`src/rtl/sdram_pkg.sv`:
```
// Shared definitions for the SDRAM burst scheduler: state encoding and default widths.
package sdram_pkg;

  localparam int unsigned SDRAM_ADDR_W = 24;
  localparam int unsigned SDRAM_LEN_W  = 10;

  typedef enum logic [1:0] {
    IDLE    = 2'd0,
    WR_BUSY = 2'd1,
    RD_BUSY = 2'd2
  } sched_state_t;

endpackage

```
`src/rtl/sdram_addr_gen.sv`:
```
// Per-port burst address pointer: load edge detect, FIFO clear pulse and wrapping
// advance inside the [minaddr, maxaddr] window.
module sdram_addr_gen #(
  parameter int unsigned ADDR_W = 24,
  parameter int unsigned LEN_W  = 10
) (
  input  logic              clk,
  input  logic              rst_n,
  input  logic              i_load,
  input  logic              i_busy,
  input  logic              i_done,
  input  logic [ADDR_W-1:0] i_minaddr,
  input  logic [ADDR_W-1:0] i_maxaddr,
  input  logic [LEN_W-1:0]  i_len,
  output logic [ADDR_W-1:0] o_addr,
  output logic              o_clr,
  output logic              o_hold
);

  logic              r_load_d;
  logic              r_clr;
  logic              r_skip;
  logic [ADDR_W-1:0] r_addr;

  logic              w_edge;
  logic [ADDR_W:0]   w_len_ext;
  logic [ADDR_W:0]   w_next;
  logic [ADDR_W:0]   w_end;
  logic [ADDR_W:0]   w_limit;
  logic [ADDR_W-1:0] w_wrap;

  always_comb begin
    w_edge    = i_load && !r_load_d;
    w_len_ext = {{(ADDR_W + 1 - LEN_W){1'b0}}, i_len};
    w_next    = {1'b0, r_addr} + w_len_ext;
    w_end     = w_next + w_len_ext;
    w_limit   = {1'b0, i_maxaddr} + (ADDR_W + 1)'(1);
    w_wrap    = (w_end > w_limit) ? i_minaddr : w_next[ADDR_W-1:0];
  end

  // A load during a burst arms r_skip so the pending done keeps the pointer at minaddr.
  always_ff @(posedge clk or negedge rst_n) begin
    if (!rst_n) begin
      r_load_d <= 1'b0;
      r_clr    <= 1'b0;
      r_skip   <= 1'b0;
      r_addr   <= '0;
    end else begin
      r_load_d <= i_load;
      r_clr    <= w_edge;
      if (w_edge) begin
        r_addr <= i_minaddr;
        r_skip <= i_busy && !i_done;
      end else if (i_done) begin
        if (!r_skip) r_addr <= w_wrap;
        r_skip <= 1'b0;
      end
    end
  end

  // Hold off grants on the edge cycle and the clear cycle so the FIFO level has settled.
  assign o_hold = w_edge || r_clr;
  assign o_addr = r_addr;
  assign o_clr  = r_clr;

endmodule

```
`src/rtl/sdram_rw_sched.sv`:
```
// Write/read burst scheduler between the user FIFOs and the SDRAM controller.
// Optional: define SDRAM_RR_ARB_EN for round-robin arbitration (default: write priority).
module sdram_rw_sched
  import sdram_pkg::*;
#(
  parameter int unsigned ADDR_W = SDRAM_ADDR_W,
  parameter int unsigned LEN_W  = SDRAM_LEN_W
) (
  input  logic              clk,
  input  logic              rst_n,
  input  logic              sdram_init_done,
  input  logic              sdram_read_valid,
  input  logic [ADDR_W-1:0] wr_minaddr,
  input  logic [ADDR_W-1:0] wr_maxaddr,
  input  logic [LEN_W-1:0]  wr_len,
  input  logic              wr_load,
  input  logic [ADDR_W-1:0] rd_minaddr,
  input  logic [ADDR_W-1:0] rd_maxaddr,
  input  logic [LEN_W-1:0]  rd_len,
  input  logic              rd_load,
  input  logic [LEN_W:0]    wrf_usedw,
  input  logic [LEN_W:0]    rdf_usedw,
  output logic              wrf_clr,
  output logic              rdf_clr,
  output logic              sdram_wr_req,
  output logic [ADDR_W-1:0] sdram_wr_addr,
  output logic [LEN_W-1:0]  sdram_wr_burst,
  input  logic              sdram_wr_done,
  output logic              sdram_rd_req,
  output logic [ADDR_W-1:0] sdram_rd_addr,
  output logic [LEN_W-1:0]  sdram_rd_burst,
  input  logic              sdram_rd_done
);

  sched_state_t      r_state;
  sched_state_t      w_state_nxt;

  logic [ADDR_W-1:0] r_wr_addr;
  logic [ADDR_W-1:0] r_rd_addr;
  logic [LEN_W-1:0]  r_wr_burst;
  logic [LEN_W-1:0]  r_rd_burst;

  logic [ADDR_W-1:0] w_wr_ptr;
  logic [ADDR_W-1:0] w_rd_ptr;
  logic              w_wr_hold;
  logic              w_rd_hold;
  logic              w_wr_elig;
  logic              w_rd_elig;
  logic              w_wr_pref;
  logic              w_grant_wr;
  logic              w_grant_rd;
  logic              w_wr_done;
  logic              w_rd_done;

  always_comb begin
    w_wr_elig  = sdram_init_done && (wr_len != '0) &&
                 (wrf_usedw >= {1'b0, wr_len}) && !w_wr_hold;
    w_rd_elig  = sdram_init_done && sdram_read_valid && (rd_len != '0) &&
                 (rdf_usedw < {1'b0, rd_len}) && !w_rd_hold;
    w_grant_wr = (r_state == IDLE) && w_wr_elig && (!w_rd_elig || w_wr_pref);
    w_grant_rd = (r_state == IDLE) && w_rd_elig && !w_grant_wr;
    w_wr_done  = sdram_wr_done && (r_state == WR_BUSY);
    w_rd_done  = sdram_rd_done && (r_state == RD_BUSY);
  end

`ifdef SDRAM_RR_ARB_EN
  logic r_last_rd;

  always_ff @(posedge clk or negedge rst_n) begin
    if (!rst_n)          r_last_rd <= 1'b1;
    else if (w_grant_wr) r_last_rd <= 1'b0;
    else if (w_grant_rd) r_last_rd <= 1'b1;
  end

  assign w_wr_pref = r_last_rd;
`else
  assign w_wr_pref = 1'b1;
`endif

  always_ff @(posedge clk or negedge rst_n) begin
    if (!rst_n) r_state <= IDLE;
    else        r_state <= w_state_nxt;
  end

  always_comb begin
    w_state_nxt = r_state;
    case (r_state)
      IDLE: begin
        if (w_grant_wr)      w_state_nxt = WR_BUSY;
        else if (w_grant_rd) w_state_nxt = RD_BUSY;
      end
      WR_BUSY: if (sdram_wr_done) w_state_nxt = IDLE;
      RD_BUSY: if (sdram_rd_done) w_state_nxt = IDLE;
      default: w_state_nxt = IDLE;
    endcase
  end

  always_comb begin
    sdram_wr_req = (r_state == WR_BUSY);
    sdram_rd_req = (r_state == RD_BUSY);
  end

  // Burst address/length are captured at grant so a mid-burst load cannot disturb them.
  always_ff @(posedge clk or negedge rst_n) begin
    if (!rst_n) begin
      r_wr_addr  <= '0;
      r_wr_burst <= '0;
      r_rd_addr  <= '0;
      r_rd_burst <= '0;
    end else begin
      if (w_grant_wr) begin
        r_wr_addr  <= w_wr_ptr;
        r_wr_burst <= wr_len;
      end
      if (w_grant_rd) begin
        r_rd_addr  <= w_rd_ptr;
        r_rd_burst <= rd_len;
      end
    end
  end

  assign sdram_wr_addr  = r_wr_addr;
  assign sdram_wr_burst = r_wr_burst;
  assign sdram_rd_addr  = r_rd_addr;
  assign sdram_rd_burst = r_rd_burst;

  sdram_addr_gen #(
    .ADDR_W (ADDR_W),
    .LEN_W  (LEN_W)
  ) u_wr_addr (
    .clk       (clk),
    .rst_n     (rst_n),
    .i_load    (wr_load),
    .i_busy    (r_state == WR_BUSY),
    .i_done    (w_wr_done),
    .i_minaddr (wr_minaddr),
    .i_maxaddr (wr_maxaddr),
    .i_len     (wr_len),
    .o_addr    (w_wr_ptr),
    .o_clr     (wrf_clr),
    .o_hold    (w_wr_hold)
  );

  sdram_addr_gen #(
    .ADDR_W (ADDR_W),
    .LEN_W  (LEN_W)
  ) u_rd_addr (
    .clk       (clk),
    .rst_n     (rst_n),
    .i_load    (rd_load),
    .i_busy    (r_state == RD_BUSY),
    .i_done    (w_rd_done),
    .i_minaddr (rd_minaddr),
    .i_maxaddr (rd_maxaddr),
    .i_len     (rd_len),
    .o_addr    (w_rd_ptr),
    .o_clr     (rdf_clr),
    .o_hold    (w_rd_hold)
  );

endmodule

```
`config.mk`:
```
export PLATFORM = sky130hd
export DESIGN_NAME = sdram_rw_sched
export DESIGN_NICKNAME = d
export VERILOG_FILES = /design/src/rtl/sdram_pkg.sv /design/src/rtl/sdram_addr_gen.sv /design/src/rtl/sdram_rw_sched.sv
export SDC_FILE = /design/constraint.sdc
export NUM_CORES = 1
export LEC_CHECK = 0
export ABC_AREA = 1
export BUFFER_PORTS_ARGS = -buffer_cell sky130_fd_sc_hd__buf_2
export CORE_UTILIZATION = 55
export DETAILED_ROUTE_END_ITERATION = 8
export GPL_TIMING_DRIVEN = 0
export HOLD_SLACK_MARGIN = 0.05
export PLACE_DENSITY = 0.81
export SETUP_SLACK_MARGIN = 0.15
export SYNTH_ARGS = -nofsm -noshare
export SYNTH_HDL_FRONTEND = slang
export SYNTH_HIERARCHICAL = 1
export SYNTH_SLANG_ARGS = --single-unit
```
`constraint.sdc`:
```
create_clock -name clk -period 5.9 [get_ports clk]
set_input_delay 0.885 -clock clk [delete_from_list [all_inputs] [get_ports clk]]
set_output_delay 0.885 -clock clk [all_outputs]
set_load 0.01 [all_outputs]
```
==> Yosys cells after proc, flatten, opt, wreduce, memory -nomap -nowiden <==
Cells that the tools add are included.
{ "word_totals": {"regBits": 124, "input_bits": 146, "output_inout_bits": 72, "elab_cells": 80} }
{ "classes": {"n_addsub": 6, "n_lt_le_gt_ge": 4, "eq_ne": 7, "muxes": 17, "n_reduce_logical": 33} }
{ "ops": {"columns": ["cell", "count"], "rows": [
  ["2-to-1 mux 24 bit", 8],
  ["adder 24 x 1 -> 25 bit (second input constant)", 2],
  ["adder 24 x 10 -> 25 bit", 2],
  ["adder 25 x 10 -> 25 bit", 2],
  ["> comparator 25 bit", 2],
  ["nonzero test 10 bit", 2],
  ["logical AND 1 bit", 16],
  ["greater-or-equal comparator 11 x 10 -> 1 bit", 1],
  ["less-than comparator 11 x 10 -> 1 bit", 1],
  ["2-to-1 mux 2 bit", 4],
  ["!= test 2 bit (second input constant)", 4],
  ["logical NOT 1 bit", 7],
  ["one-hot mux 2 bit (3 select lines)", 1],
  ["2-to-1 mux 1 bit", 4],
  ["AND reduction 2 bit", 2],
  ["nonzero test 2 bit", 2],
  ["!= test 3 bit (second input constant)", 1],
  ["AND reduction 3 bit", 1],
  ["== test 2 x 1 -> 1 bit (second input constant)", 1],
  ["== test 2 bit (second input constant)", 1],
  ["logical NOT 2 bit", 1],
  ["logical OR 1 bit", 2]
]} }

==> Longest topological paths before layout <==
Gate-level depths: netlist (run 1).
{ "depth": {"word_depth": 11, "ltp_mapped": 36, "mapped_depth_nobuf": 35} }

==> Cells and area by module <==
The synthesis (run 1) kept the hierarchy.
{ "by_module_without_submodules": {"columns": ["mod", "instances", "cells_each", "area_each_um2", "seq_area_each_um2"], "rows": [
  ["sdram_addr_gen (u_rd_addr)", 1, 789, 4827.1, 675.6],
  ["sdram_addr_gen (u_wr_addr)", 1, 728, 4448.0, 675.6],
  ["sdram_rw_sched", 1, 416, 3492.1, 1751.7]
]} }

==> Worst setup path after synthesis (run 1) <==
Ideal clock, no wire load.
{ "synth_timing": {"path_type": "input -> register", "from": "input port rd_len[0]", "to": "register u_rd_addr.r_addr[10] (netlist: u_rd_addr/o_addr[10])", "arrival_time_ps": 4690, "required_time_ps": 5782, "path_slack_ps": 1092, "stages": 30, "path_cell_list": "ha_1 -> inv_1 -> fa_1 -> inv_1 -> nand3_1 -> nand2_1 -> nand2_1 -> nand2_1 -> xor2_1 -> ha_1 -> nand2_1 -> or2_2 -> nand4_1 -> nand3_4 -> nor2_8 -> nand2_4 -> xor2_1 -> ha_1 -> nand2_1 -> nor2_1 -> nand4_1 -> nor2_1 -> nand2_1 -> nand3_1 -> nand2_1 -> nand2_1 -> buf_2 -> nand2_1 -> nand3_1 -> nand2_1"} }
{ "synth_between": {"elab_chain_len": 7} }
{ "synth_rtl": {"columns": ["element", "line", "source"], "rows": [
  ["from (decl)", "sdram_rw_sched.sv:19", "input logic [LEN_W-1:0] rd_len,"],
  ["adder 24 x 10 -> 25 bit", "sdram_addr_gen.sv:35", "w_next = {1'b0, r_addr} + w_len_ext;"],
  ["adder 25 x 10 -> 25 bit", "sdram_addr_gen.sv:36", "w_end = w_next + w_len_ext;"],
  ["> comparator 25 bit", "sdram_addr_gen.sv:38", "w_wrap = (w_end > w_limit) ? i_minaddr : w_next[ADDR_W-1:0];"],
  ["2-to-1 mux 24 bit (*)", "sdram_addr_gen.sv:38", null],
  ["2-to-1 mux 24 bit (*)", "sdram_addr_gen.sv:55", "if (!r_skip) r_addr <= w_wrap;"],
  ["2-to-1 mux 24 bit (*)", "sdram_addr_gen.sv:54", "end else if (i_done) begin"],
  ["2-to-1 mux 24 bit (*)", "sdram_addr_gen.sv:51", "if (w_edge) begin"],
  ["to (signal assigned)", "sdram_addr_gen.sv:52", "r_addr <= i_minaddr;"],
  ["to (signal assigned)", "sdram_addr_gen.sv:55", null],
  ["to (decl)", "sdram_addr_gen.sv:23", "logic [ADDR_W-1:0] r_addr;"]
]} }
Every way passes the cells marked *; elsewhere a longest branch is shown, timed or not. The select of a mux whose other input is x is not followed.
A chain may end at the register's enable or synchronous reset.

==> Final worst setup path (run 1) <==
{ "layout_timing": {"from": "input port wr_len[0]", "to": "register u_wr_addr.r_addr[1] (netlist: u_wr_addr/o_addr[1])"} }
{ "layout_between": {"elab_chain_len": 7} }
{ "layout_rtl": {"columns": ["element", "line", "source"], "rows": [
  ["from (decl)", "sdram_rw_sched.sv:15", "input logic [LEN_W-1:0] wr_len,"],
  ["adder 24 x 10 -> 25 bit", "sdram_addr_gen.sv:35", null],
  ["adder 25 x 10 -> 25 bit", "sdram_addr_gen.sv:36", null],
  ["> comparator 25 bit", "sdram_addr_gen.sv:38", null],
  ["2-to-1 mux 24 bit (*)", "sdram_addr_gen.sv:38", null],
  ["2-to-1 mux 24 bit (*)", "sdram_addr_gen.sv:55", null],
  ["2-to-1 mux 24 bit (*)", "sdram_addr_gen.sv:54", null],
  ["2-to-1 mux 24 bit (*)", "sdram_addr_gen.sv:51", null],
  ["to (signal assigned)", "sdram_addr_gen.sv:52", null],
  ["to (signal assigned)", "sdram_addr_gen.sv:55", null],
  ["to (decl)", "sdram_addr_gen.sv:23", null]
]} }
Marks and branches as above.

==> reports/metrics.cfg, run 1 <==
[pwr]
switching_share_pct=50.7
intPower_mw=3.78
vdd_drop_max_v=0.000264
p_clk_share_pct=15.2
power_density_mw_per_mm2=514
pwr-share-seq_pct=21.0
p_leak_nw=8.42
switchingPower_mw=3.89
pwr-share-comb_pct=63.8

[logic_synthesis]
ys_seq_elements=124
synth_top_family_by_area=simple AND/OR/NAND/NOR gates
synth_xor_area_share_pct=5.69
synth_top_area_share_pct=24.3
yosysTopAreaCell=dfrtp_1
yosysSeqAreaShare_pct=24.3
synth_compound_area_share_pct=7.67
syn_inst=1933
synth_fp_nets=2196
yosys-top-cells-area=dfrtp_1 24%, nand2_1 18%, ha_1 11%
synthMuxAreaShare_pct=0
synth_ff_type=dfrtp_1
synth_cell_types=55
synth_adder_area_share_pct=11.7
yosysWarnings=6
synth-edff-count=0
syn_area_per_cell_um2=6.60
synth-simple-area-share_pct=40.0
synthesis.area_mm2=0.0128
async_flop_share_pct=100

[clock_network]
clock-sinks=124
numCtsBuffers=17
clk_latency_ns=0.42
cts_tree=built
clk_pin_slew_ns=0.06
cts.path.max_buffers=2
ctsRootBufferMaster=clkbuf_16
htreeDepth=4

[worst_setup_path]
crit_arrival_ns=5.75
cp_top_family=simple AND/OR/NAND/NOR gates
slowest_stage=fa_1
crit_required_ns=6.23
r2r_cells=32
path_common_cell=nand2_1
max_stage_delay_ns=0.41
crit_type=in -> reg
end_kind=flop
path_buf_inv=5
cp.depth=33
cp_max_fo=10
crit_path_start_kind=input pin

[global_routing]
grt_usage_pct=32.3
grt_pass1_wl_um=61200
grt_overflow=0
antenna_found_initial=0
first_global_vias=12348
grt_max_degree=89

[placed_design]
portBuffers=217
dp_hpwl_um=30600
routabilityCongestion=0.982
placed_cell_area_mm2=0.0142

[sta]
timing.final.crit_share_pct=91.9
tightest_slew_ns=0.690
rsz0062_at_grt=false
skew_ns=0.0118
slew_violations=0
setup_viol_count_final=0
holdWs_ns=0.371
period_needed_ns=5.42
hold_violations=0
max_freq_mhz=184
relSlewSlack_pct=54.0

[outcome]
status=complete, no violations

[floorplan]
core_mm2=0.0227
fp-row-count=55
dieArea_mm2=0.0238
initial_core_util_pct=56.2
dieWidth_um=154
pin_count=218
die_h_um=154

[run]
cap_violations=0

[route]
routedWlPerCell_um=15.3
drtIter0Drc=1191
via_per_inst=5.41
ant_nets=0
drcViolationCount=0
vias=13364
first_pass_iters=6
drt-total-wl_um=37900

[finish]
layout_commonest_cell=nand2_1
final_cell_mix=605 x nand2_1, 269 x inv_1, 217 x buf_2, 204 x nand3_1, 124 x dfrtp_1
finalNetCount=2433
fill_cells=2105
drive_gt1_share_pct=19.6
stdcell_area_mm2=0.0149
area_growth_pct=16.9

[hold_path]
hp-class=in -> async

## layer usage
metal / part of all wire, % / GRT usage, %
met1: 47 / 46.7
met2: 42 / 49.4
met3: 8.4 / 5.10
met4: 2.7 / 10.3
met5: 0 / 0
## through the flow
step	util (%)	worst slack [ns]	TNS, ns	total power, mW	cells
after floorplan	-	1.09	0	5.06	1933
after global placement	62.6	0.0167	0	6.21	2435
after detailed placement	62.7	-0.0358	-0.239	6.37	2436
after CTS	65.5	0.367	0	7.58	2468
after global routing	65.7	0.152	0	8.37	2468
final	65.7	0.477	0	7.68	2469
## worst paths after layout
kind | startpoint | end | slack (ns)
min in group clk | u_wr_addr/r_load_d | u_wr_addr/o_clr | 0.44
hold / removal | rst_n | sdram_rd_addr[8] | 0.37
setup / recovery | wr_len[0] | u_wr_addr/o_addr[1] | 0.48
hold reg to reg | u_wr_addr/r_load_d | u_wr_addr/o_clr | 0.44
setup reg to reg | u_wr_addr/o_addr[0] | u_wr_addr/o_addr[1] | 0.66
max in group asynchronous | rst_n | u_wr_addr/o_addr[17] | 4.78
## state kept, by name, summed over array words and instances, names as in the netlist
register,cells
u_wr_addr/o_clr,1
sdram_rd_addr,24
u_rd_addr/r_skip,1
sdram_wr_burst,10
r_state,2
sdram_wr_addr,24
u_rd_addr/o_addr,24
u_wr_addr/o_addr,24
u_wr_addr/r_load_d,1
u_rd_addr/r_load_d,1
u_rd_addr/o_clr,1
sdram_rd_burst,10
u_wr_addr/r_skip,1
## cells in the mapped netlist, types with 11 or more instances
| master | instances |
|---|---|
| nand4_1 | 30 |
| clkbuf_1 | 21 |
| o21ai_1 | 27 |
| a21oi_1 | 68 |
| nor3_1 | 19 |
| o21ai_0 | 44 |
| nand2_4 | 12 |
| inv_1 | 269 |
| nor2_2 | 21 |
| ha_1 | 113 |
| nand2_2 | 44 |
| nand3_1 | 205 |
| nor2_1 | 105 |
| dfrtp_1 | 124 |
| nand2_1 | 607 |
| xor2_1 | 58 |
| xnor2_1 | 25 |
| inv_2 | 23 |
| nand3b_1 | 14 |
| buf_6 | 11 |
| nand3_2 | 11 |
## worst reg2reg max path: cells and delay by family (launching register included)
family / cells / cell delay (ns)
simple gates: 21 / 2.32
fa+ha+maj: 4 / 1.16
compound gates: 2 / 0.31
flops: 1 / 0.42
buf+inv: 4 / 0.70
xor+xnor: 1 / 0.25
## layout make-up
type	count	area [µm²]	share of cell area (%)
multi-input cells	1474	8330	55.8
flip-flops and latches	124	3100	20.8
repair buffers	218	1120	7.50
inverters	294	1110	7.41
clock buffers	21	460	3.08
well taps	285	357	2.39
plain buffers	41	270	1.81
clock inverters	11	179	1.20
diodes	1	2.50	0.0168
## cell families after synthesis
family,Yosys count
flops,124
fa+ha+maj,117
buf+inv,335
xor+xnor,83
simple gates,1102
compound gates,172
## power by group through the flow
| stage | Clock, mW | Sequential (mW) | Combinational [mW] |
|---|---|---|---|
| final | 1.17 | 1.61 | 4.90 |
| after global routing | 1.21 | 1.65 | 5.51 |
| after CTS | 1.17 | 1.59 | 4.82 |
| after detailed placement | 0 | 1.60 | 4.77 |
| after global placement | 0 | 1.59 | 4.63 |
| after floorplan | 0 | 1.57 | 3.49 |
## repair_timing
action | in CTS | in global routing
endpoints found under the setup margin | 0 | 45
resized for setup | 0 | 20
hold buffers | 0 | 0
setup buffers | 0 | 0
No activity file was read; power rests on OpenSTA's default activity.
==> run 2: changes to the inputs <==
--- a/config.mk
+++ b/config.mk
@@ -7,11 +7,12 @@
 export LEC_CHECK = 0
 export ABC_AREA = 1
 export BUFFER_PORTS_ARGS = -buffer_cell sky130_fd_sc_hd__buf_2
+export CAP_MARGIN = 10
 export CORE_UTILIZATION = 55
 export DETAILED_ROUTE_END_ITERATION = 8
 export GPL_TIMING_DRIVEN = 0
 export HOLD_SLACK_MARGIN = 0.05
-export PLACE_DENSITY = 0.81
+export PLACE_DENSITY = 0.78
 export SETUP_SLACK_MARGIN = 0.15
 export SYNTH_ARGS = -nofsm -noshare
 export SYNTH_HDL_FRONTEND = slang
==> reports/metrics.cfg, run 2 (synthesis results as in run 1) <==
[finish]
finalNetCount=2433  ; unchanged
area_growth_pct=16.7
drive_gt1_share_pct=19.7  ; +0.10 points
seqCellArea_mm2=0.00310  ; unchanged
fill_cells=2122  ; +0.81%
multiInputGateArea_mm2=0.00834  ; +0.15%
layout_commonest_cell=nand2_1
final_cell_mix=605 x nand2_1, 269 x inv_1, 217 x buf_2, 204 x nand3_1, 124 x dfrtp_1
stdcell_area_mm2=0.0149  ; -0.16%

[floorplan]
dieArea_mm2=0.0238  ; unchanged
core_mm2=0.0227  ; unchanged
die_h_um=154  ; unchanged
fp-row-count=55  ; unchanged
dieWidth_um=154  ; unchanged
pin_count=218  ; unchanged
initial_core_util_pct=56.2  ; unchanged

[route]
via_per_inst=5.42  ; about the same
drtIter0Drc=1141  ; -4.2%
first_pass_iters=5  ; -1
drcViolationCount=0  ; unchanged
ant_nets=0  ; unchanged
vias=13373  ; +0.067%
drt-total-wl_um=38000  ; +0.47%
routedWlPerCell_um=15.4  ; +0.47%

[clock_network]
clk_latency_ns=0.42  ; about the same
clk_pin_slew_ns=0.06  ; about the same
cts_tree=built
numCtsBuffers=17  ; unchanged
ctsRootBufferMaster=clkbuf_16
clock-sinks=124  ; unchanged
post-cts-setup-buffers=0  ; unchanged
htreeDepth=4  ; unchanged
cts.path.max_buffers=2  ; unchanged

[sta]
relSlewSlack_pct=53.1  ; -0.91 points
finalSetupTns_ns=0  ; unchanged
max_freq_mhz=184  ; about the same
rsz0062_at_grt=true
tightest_slew_ns=0.704  ; +0.0137 ns
timing.final.crit_share_pct=92.0  ; about the same
setup_viol_count_final=0  ; unchanged
hold_violations=0  ; unchanged
skew_ns=0.0184  ; +0.00655 ns
slew_violations=0  ; unchanged
period_needed_ns=5.43  ; +0.00282 ns

[pwr]
p_clk_share_pct=14.2  ; -1.0 points
pwr-share-seq_pct=21.3  ; +0.3 points
pwr-share-comb_pct=64.5  ; +0.7 points
intPower_mw=3.70  ; -2.3%
vdd_drop_max_v=0.000314  ; +19%
switching_share_pct=51.2  ; +0.47 points
power_density_mw_per_mm2=508  ; -1.2%
switchingPower_mw=3.88  ; -0.44%
p_leak_nw=8.40  ; -0.20%

[global_routing]
grt_overflow=0  ; unchanged
grt_max_degree=87  ; -2.2%
grt_pass1_wl_um=61800  ; +0.88%
first_global_vias=12382  ; +0.28%
antenna_found_initial=2  ; +2
grt_usage_pct=32.7  ; +0.41 points

[placed_design]
dp_hpwl_um=30700  ; +0.52%
routabilityCongestion=0.969  ; -1.3%
portBuffers=217  ; unchanged
placed_cell_area_mm2=0.0142  ; unchanged

[worst_setup_path]
cp_max_fo=10  ; unchanged
crit_type=in -> reg
slowest_stage=fa_1
r2r_slack_ns=0.69  ; +0.03 ns
worstReg2RegEnd=u_wr_addr/o_addr[18]
crit_path_start_kind=input pin
crit_arrival_ns=5.73  ; -0.02 ns
max_stage_delay_ns=0.42  ; about the same
crit_required_ns=6.20  ; -0.03 ns
r2r-start=u_wr_addr/o_addr[0]
end_kind=flop
path_common_cell=nand2_1
crit_start=rd_len[0]
r2r_cells=32  ; unchanged

[hold_path]
hp-class=in -> async

[outcome]
status=complete, no violations

[run]
cap_violations=0  ; unchanged

## run 2: worst max path at each step
| stage | to | depth (start not counted) |
|---|---|---|
| after detailed placement | u_rd_addr/o_addr[1] | 32 |
| after CTS | u_rd_addr/o_addr[1] | 32 |
| after floorplan | u_rd_addr/o_addr[10] | 30 |
| after global placement | u_rd_addr/o_addr[1] | 32 |
| after global routing | u_wr_addr/o_addr[16] | 31 |
| final | u_rd_addr/o_addr[1] | 32 |
## run 2: worst max-delay path: cells and delay by family
| family | cells | cell delay [ns] |
|---|---|---|
| fa+ha+maj | 4 | 1.19 |
| buf+inv | 4 | 0.64 |
| xor+xnor | 1 | 0.25 |
| simple gates | 23 | 2.75 |
## run 2: per-layer routing
metal / GRT usage [%] / vias to the layer above / part of all wire [%]
li1: - / 6649 / -
met1: 47.5 / 6048 / 47
met2: 49.0 / 604 / 41
met3: 5.69 / 70 / 9.2
met4: 11.0 / 2 / 2.7
met5: 0 / - / 0.034
## run 2: per-stage QoR
stage | std cells | utilization (%) | worst slack, ns | hold WS (ns) | power (mW)
2_1_floorplan | 1933 | - | 1.09 | 0.398 | 5.06
3_3_place_gp | 2435 | 62.6 | -0.157 | 0.408 | 6.23
3_5_place_dp | 2436 | 62.7 | -0.158 | 0.426 | 6.35
4_1_cts | 2467 | 65.4 | 0.262 | 0.374 | 7.47
5_1_grt | 2467 | 65.6 | 0.0658 | 0.392 | 8.31
6_report | 2469 | 65.6 | 0.474 | 0.375 | 7.57
## run 2: area by class of cell
| type | count | share of cell area, % |
|---|---|---|
| clock inverter | 11 | 0.898 |
| clock buffer | 20 | 3.13 |
| inverter | 294 | 7.42 |
| tap | 285 | 2.39 |
| buffer | 41 | 1.81 |
| antenna | 2 | 0.0336 |
| multi-input combinational | 1474 | 56.0 |
| sequential | 124 | 20.8 |
| timing repair buffer | 218 | 7.51 |
## run 2: power groups by stage
stage               combinational, mW  sequential (mW)  clock (mW)
detailed placement               4.75             1.60           0
finish                           4.88             1.61        1.07
CTS                              4.79             1.59        1.09
global placement                 4.64             1.59           0
global route                     5.54             1.65        1.13
floorplan                        3.49             1.57           0
## run 2: repair_timing
| action | CTS | global route |
|---|---|---|
| endpoints found under the setup margin | 0 | 45 |
| hold buffers | 0 | 0 |
| gates resized for setup | 0 | 23 |
